--- config.mk ---
export PLATFORM = sky130hd
export DESIGN_NAME = multi_wave_gen
export DESIGN_NICKNAME = d
export VERILOG_FILES = /design/src/rtl/wave_gen_pkg.sv /design/src/rtl/wave_gen_ctrl.sv /design/src/rtl/multi_wave_gen.sv
export SDC_FILE = /design/constraint.sdc
export NUM_CORES = 1
export LEC_CHECK = 0
export CAP_MARGIN = 20
export CORE_MARGIN = 2
export CORE_UTILIZATION = 30
export DETAILED_ROUTE_END_ITERATION = 6
export SLEW_MARGIN = 10
export SYNTH_ARGS = -nofsm -noshare
export SYNTH_HDL_FRONTEND = slang
export SYNTH_SLANG_ARGS = --single-unit
--- constraint.sdc ---
create_clock -name clk -period 7.8 [get_ports clk]
set_input_delay 1.56 -clock clk [delete_from_list [all_inputs] [get_ports clk]]
set_output_delay 1.56 -clock clk [all_outputs]
set_load 0.005 [all_outputs]
--- src/rtl/wave_gen_pkg.sv ---
// Shared encodings for the multi_wave_gen tone generator: waveform/step-mode enums,
// button and LED bit positions.
package wave_gen_pkg;

  typedef enum logic [1:0] {
    WAVE_SQ  = 2'b00,
    WAVE_TRI = 2'b01,
    WAVE_SAW = 2'b10
  } wave_t;

  typedef enum logic {
    STEP_LIN = 1'b0,
    STEP_EXP = 1'b1
  } step_t;

  localparam int BTN_UP   = 0;
  localparam int BTN_DN   = 1;
  localparam int BTN_MODE = 2;
  localparam int BTN_WAVE = 3;

  localparam int LED_STEP    = 0;
  localparam int LED_WAVE_LO = 1;
  localparam int LED_WAVE_HI = 2;
  localparam int LED_LIMIT   = 3;

endpackage

--- src/rtl/wave_gen_ctrl.sv ---
// Button decode, step-mode/waveform registers and saturating FCW update (WAVE_SHAPES_EN adds tri/saw).
// Settings and leds change one cycle after a button pulse; no backpressure, buttons are always accepted.
module wave_gen_ctrl
  import wave_gen_pkg::*;
#(
  parameter int          PHASE_WIDTH = 24,
  parameter int unsigned FCW_DEFAULT = 60507,
  parameter int unsigned FCW_STEP    = 1024,
  parameter int unsigned FCW_MIN     = 1,
  parameter int unsigned FCW_MAX     = 8388608
) (
  input  logic                   clk,
  input  logic                   rst_n,
  input  logic [3:0]             buttons,
  output logic [PHASE_WIDTH-1:0] fcw,
  output logic [1:0]             wave,
  output logic [3:0]             leds
);

  localparam int XW = PHASE_WIDTH + 1;
  localparam logic [XW-1:0]          STEP_X = XW'(FCW_STEP);
  localparam logic [XW-1:0]          MIN_X  = XW'(FCW_MIN);
  localparam logic [XW-1:0]          MAX_X  = XW'(FCW_MAX);
  localparam logic [PHASE_WIDTH-1:0] MIN_P  = PHASE_WIDTH'(FCW_MIN);
  localparam logic [PHASE_WIDTH-1:0] MAX_P  = PHASE_WIDTH'(FCW_MAX);
  localparam logic [PHASE_WIDTH-1:0] DEF_P  = PHASE_WIDTH'(FCW_DEFAULT);

  logic [PHASE_WIDTH-1:0] fcw_q, fcw_d;
  step_t                  step_q, step_d;
  logic [XW-1:0]          fcw_x, up_x, dn_x;

  logic up_only, dn_only;
  assign up_only = buttons[BTN_UP] && !buttons[BTN_DN];
  assign dn_only = buttons[BTN_DN] && !buttons[BTN_UP];

  // One extra bit of headroom: a set MSB after subtraction is the lin-mode underflow.
  always_comb begin
    fcw_d  = fcw_q;
    step_d = step_q;
    fcw_x  = {1'b0, fcw_q};
    up_x   = (step_q == STEP_EXP) ? (fcw_x << 1) : (fcw_x + STEP_X);
    dn_x   = (step_q == STEP_EXP) ? (fcw_x >> 1) : (fcw_x - STEP_X);
    if (up_only) begin
      fcw_d = (up_x > MAX_X) ? MAX_P : up_x[PHASE_WIDTH-1:0];
    end else if (dn_only) begin
      fcw_d = (dn_x[XW-1] || (dn_x < MIN_X)) ? MIN_P : dn_x[PHASE_WIDTH-1:0];
    end
    if (buttons[BTN_MODE]) begin
      step_d = (step_q == STEP_LIN) ? STEP_EXP : STEP_LIN;
    end
  end

  always_ff @(posedge clk) begin
    if (!rst_n) begin
      fcw_q  <= DEF_P;
      step_q <= STEP_LIN;
    end else begin
      fcw_q  <= fcw_d;
      step_q <= step_d;
    end
  end

`ifdef WAVE_SHAPES_EN
  wave_t wave_q, wave_d;

  always_comb begin
    wave_d = wave_q;
    if (buttons[BTN_WAVE]) begin
      case (wave_q)
        WAVE_SQ:  wave_d = WAVE_TRI;
        WAVE_TRI: wave_d = WAVE_SAW;
        default:  wave_d = WAVE_SQ;
      endcase
    end
  end

  always_ff @(posedge clk) begin
    if (!rst_n) wave_q <= WAVE_SQ;
    else        wave_q <= wave_d;
  end

  assign wave = wave_q;
`else
  logic unused_wave_btn;
  assign unused_wave_btn = buttons[BTN_WAVE];
  assign wave = WAVE_SQ;
`endif

  assign fcw = fcw_q;

  always_comb begin
    leds                          = '0;
    leds[LED_STEP]                = (step_q == STEP_EXP);
    leds[LED_WAVE_HI:LED_WAVE_LO] = wave;
    leds[LED_LIMIT]               = (fcw_q == MIN_P) || (fcw_q == MAX_P);
  end

endmodule

--- src/rtl/multi_wave_gen.sv ---
// NCO tone generator top: phase accumulator plus registered shape code (WAVE_SHAPES_EN adds tri/saw).
// code updates one cycle after a next_sample pull and holds otherwise; no backpressure.
module multi_wave_gen
  import wave_gen_pkg::*;
#(
  parameter int          CODE_WIDTH  = 10,
  parameter int          PHASE_WIDTH = 24,
  parameter int unsigned FCW_DEFAULT = 60507,
  parameter int unsigned FCW_STEP    = 1024,
  parameter int unsigned FCW_MIN     = 1,
  parameter int unsigned FCW_MAX     = 8388608
) (
  input  logic                  clk,
  input  logic                  rst_n,
  input  logic                  next_sample,
  input  logic [3:0]            buttons,
  output logic [CODE_WIDTH-1:0] code,
  output logic [3:0]            leds
);

  logic [PHASE_WIDTH-1:0] phase, phase_nxt, fcw;
  logic [1:0]             wave;

  wave_gen_ctrl #(
    .PHASE_WIDTH (PHASE_WIDTH),
    .FCW_DEFAULT (FCW_DEFAULT),
    .FCW_STEP    (FCW_STEP),
    .FCW_MIN     (FCW_MIN),
    .FCW_MAX     (FCW_MAX)
  ) u_ctrl (
    .clk     (clk),
    .rst_n   (rst_n),
    .buttons (buttons),
    .fcw     (fcw),
    .wave    (wave),
    .leds    (leds)
  );

  function automatic logic [CODE_WIDTH-1:0] shape(input logic [PHASE_WIDTH-1:0] ph,
                                                  input logic [1:0]             wv);
    logic [CODE_WIDTH-1:0] r;
    case (wv)
      WAVE_TRI: r = ph[PHASE_WIDTH-1] ? ~ph[PHASE_WIDTH-2 -: CODE_WIDTH]
                                      :  ph[PHASE_WIDTH-2 -: CODE_WIDTH];
      WAVE_SAW: r = ph[PHASE_WIDTH-1 -: CODE_WIDTH];
      default:  r = ph[PHASE_WIDTH-1] ? '0 : '1;
    endcase
    return r;
  endfunction

  // Code is shaped from the post-add phase so it lands on the same edge as the accumulator.
  assign phase_nxt = phase + fcw;

  always_ff @(posedge clk) begin
    if (!rst_n) begin
      phase <= '0;
      code  <= '0;
    end else if (next_sample) begin
      phase <= phase_nxt;
      code  <= shape(phase_nxt, wave);
    end
  end

endmodule

==> results.py <==
metrics = {
    "drt": {
        "vias": 4160,
        "dr.pass1.iters": 5,
        "postRouteAntennaNets": 0,
        "postRouteWirelength_mm": 11.2,
        "drc": 0,
        "vias_per_cell": 5.64,
        "routedWlPerCell_um": 15.2,
        "drt-initial-drc-count": 320,
    },
    "cts": {
        "clock_latency_ns": 0.30,
        "hold_buffers": 0,
        "h-tree-depth": 2,
        "postCtsSetupRepairBufs": 0,
        "path_clk_slew_ns": 0.07,
        "clock_tree.root_cell": "clkbuf_16",
        "cts.repair.resized": 0,
        "clock_path_buffers": 2,
        "cts_buffers": 5,
        "cts_tree": "yes",
        "clkSinkCount": 50,
    },
    "layout": {
        "drive_gt1_frac": 0.0505,
        "area_growth_pct": 7.76,
        "diodes": 0,
        "final_core_util": 0.327,
        "fin_nets": 587,
        "fin_area_mm2": 0.00472,
    },
    "global_routing": {
        "grt_pass1_vias": 3900,
        "grt_busiest_layer": "met2",
        "grt_usage": 0.145,
        "grt_util_met1": 0.197,
        "use_met3": 0.0193,
        "antenna_found_initial": 0,
        "overflow": 0,
        "grt_use_met2": 0.236,
        "grt_max_degree": 62,
        "grt_pass1_wl_mm": 19.2,
    },
    "setup_path": {
        "critPathSlowestCell": "nor3_1",
        "crit_fanout": 17,
        "cp_cell_sequence": "nor3_1 -> and3_1 -> nand2_1 -> nor2_1 -> clkdlybuf4s50_1",
        "worstRegToRegCells": 10,
        "max_stage_delay_ns": 0.74,
        "r2r_setup_slack_ns": 4.38,
        "worstSetupPathType": "flip-flop to output port",
        "reg2reg_from": "u_ctrl.fcw[12]",
        "required_ns": 6.24,
        "cp-start-kind": "flip-flop",
        "arrival_ns": 2.57,
        "critical_path.endpoint_type": "output port",
        "worstReg2RegEnd": "phase[23]",
        "critPathBufInv": 1,
        "worst_path_dominant_cell_family": "simple AND/OR/NAND/NOR gates",
    },
    "worst_hold_path": {
        "hp-class": "flip-flop to flip-flop",
        "min_from": "phase[23]",
        "min_path_cells": 2,
        "hold_end": "phase[23]",
    },
    "timing": {
        "rsz0062_at_grt": "false",
        "holdWs_ns": 0.487,
        "final.min_clock_period_ns": 4.13,
        "max_freq_mhz": 242,
        "setup_tns_ns": 0,
        "report.final.slew_viol_count": 0,
        "setup_viol": 0,
        "worstMarginPinSlew_ns": 0.794,
        "period_share": 0.529,
        "finalHoldViolCount": 0,
        "slew_headroom": 0.466,
        "skew_ns": 0.00938,
    },
    "die": {
        "fp.coreArea_mm2": 0.0144,
        "fp.dieH_um": 125,
        "start_util": 0.304,
        "die_w_um": 125,
        "std_cell_rows": 44,
        "boundaryPins": 21,
        "dieArea_mm2": 0.0156,
    },
    "outcome": {
        "status": "complete, no violations",
    },
    "logic_synthesis": {
        "yosysTopAreaCell": "dfxtp_1",
        "yosys-top-cells-area": "dfxtp_1 23%, ha_1 7.4%, mux2i_1 4.6%, nor2_1 4.2%, a21oi_1 3.8%",
        "synth_cell_types": 72,
        "synth-edff-count": 0,
        "ys.flop_type": "dfxtp_1",
        "ys_top_cells_by_count": "50 x dfxtp_1, 49 x nor2_1, 43 x nand2_1",
        "yosysWarnings": 0,
        "syn_area_per_cell_um2": 7.68,
        "synth_area_mm2": 0.00438,
        "yosysMostFrequentCell": "dfxtp_1",
        "ys_async_sr_fraction": 0,
        "yosysSeqAreaShare": 0.228,
        "syn_inst": 571,
        "synth-seq-cells": 50,
        "synth_top_area_share": 0.228,
    },
    "pwr": {
        "p_per_area_mw_per_mm2": 206,
        "leakagePower_nw": 1.89,
        "ir_worst_vdd_mv": 0.0865,
        "power.total_mw": 0.973,
    },
    "place": {
        "placed_cell_area_mm2": 0.00458,
        "dp_hpwl_mm": 8.00,
        "port-buffer-count": 17,
        "place.gp.congestion": 0.837,
    },
    "run": {
        "drv_cap": 0,
    },
}
cell families after synthesis:
logic type                 Yosys count  synth area share
xor gates and xnor gates            32            0.0639
muxes                               20            0.0457
DFF                                 50             0.228
buffers and inverters               73            0.0782
AOI/OAI and AO/OA                  167             0.266
other                                1          0.000856
adders and majority gates           27            0.0788
and+or+nand+nor                    201             0.238
registers in the layout (all words and copies together), names as in the netlist:
signal and count:
u_ctrl.fcw 24, code 1, u_ctrl.step_q 1, phase 24
where the power goes:
group	internal, mW	switching [mW]
sequential	0.293	0.0585
clock	0.119	0.102
combinational	0.180	0.220
total	0.592	0.381
final cells by class:
class,count,area [µm²]
timing repair buffer,23,215
clock inverter,2,13.8
fill,1540,9700
inverter,24,90.1
sequential,50,1000
tap,184,230
clock buffer,6,129
multi-input combinational,449,3040
worst max path at each step:
stage / from / to / slack [ns] / cells past startpoint
2_1_floorplan: buttons[1] / u_ctrl.fcw[11] / 4.88 / 9
3_3_place_gp: buttons[1] / u_ctrl.fcw[9] / 4.02 / 9
3_5_place_dp: buttons[1] / u_ctrl.fcw[9] / 4.00 / 9
4_1_cts: u_ctrl.fcw[17] / leds[3] / 3.68 / 5
5_1_grt: u_ctrl.fcw[17] / leds[3] / 3.39 / 5
6_report: u_ctrl.fcw[17] / leds[3] / 3.67 / 5
worst register-to-register path, stage by stage, from the launching register on:
cell and delay [ns]:
dfxtp_1 0.75, ha_1 0.43, a21o_1 0.22, a211oi_1 0.38
a211oi_1 0.16, a211oi_1 0.43, o311ai_0 0.26, a21oi_1 0.22
xnor2_1 0.22, nand2_1 0.12, mux2i_1 0.13
cells in the final DEF, fill, tap and decap left out, types with 12 or more instances in the layout:
cell	synthesis	final
ha_1	26	26
o21ai_0	21	21
clkdlybuf4s50_1	0	17
nand4_1	16	16
nor3_1	17	17
mux2i_1	20	20
inv_1	22	22
a21o_1	12	12
nor2_1	49	49
nor2b_1	12	12
dfxtp_1	50	49
a21oi_1	33	33
xnor2_1	17	17
o211ai_1	12	12
nand2_1	43	43
xor2_1	15	15
routing by layer:
metal	wire [µm]	vias up	share of wire
met2	5290	122	0.47
li1	-	2066	-
met1	5260	1954	0.47
met5	0	-	0
met4	224	0	0.020
met3	468	18	0.042
through the flow:
| stage | setup WS (ns) | instances |
|---|---|---|
| floorplan | 4.88 | 572 |
| global placement | 4.02 | 730 |
| detailed placement | 4.00 | 730 |
| CTS | 3.68 | 738 |
| global route | 3.39 | 738 |
| finish | 3.67 | 738 |
(Power assumes the default switching activity.)
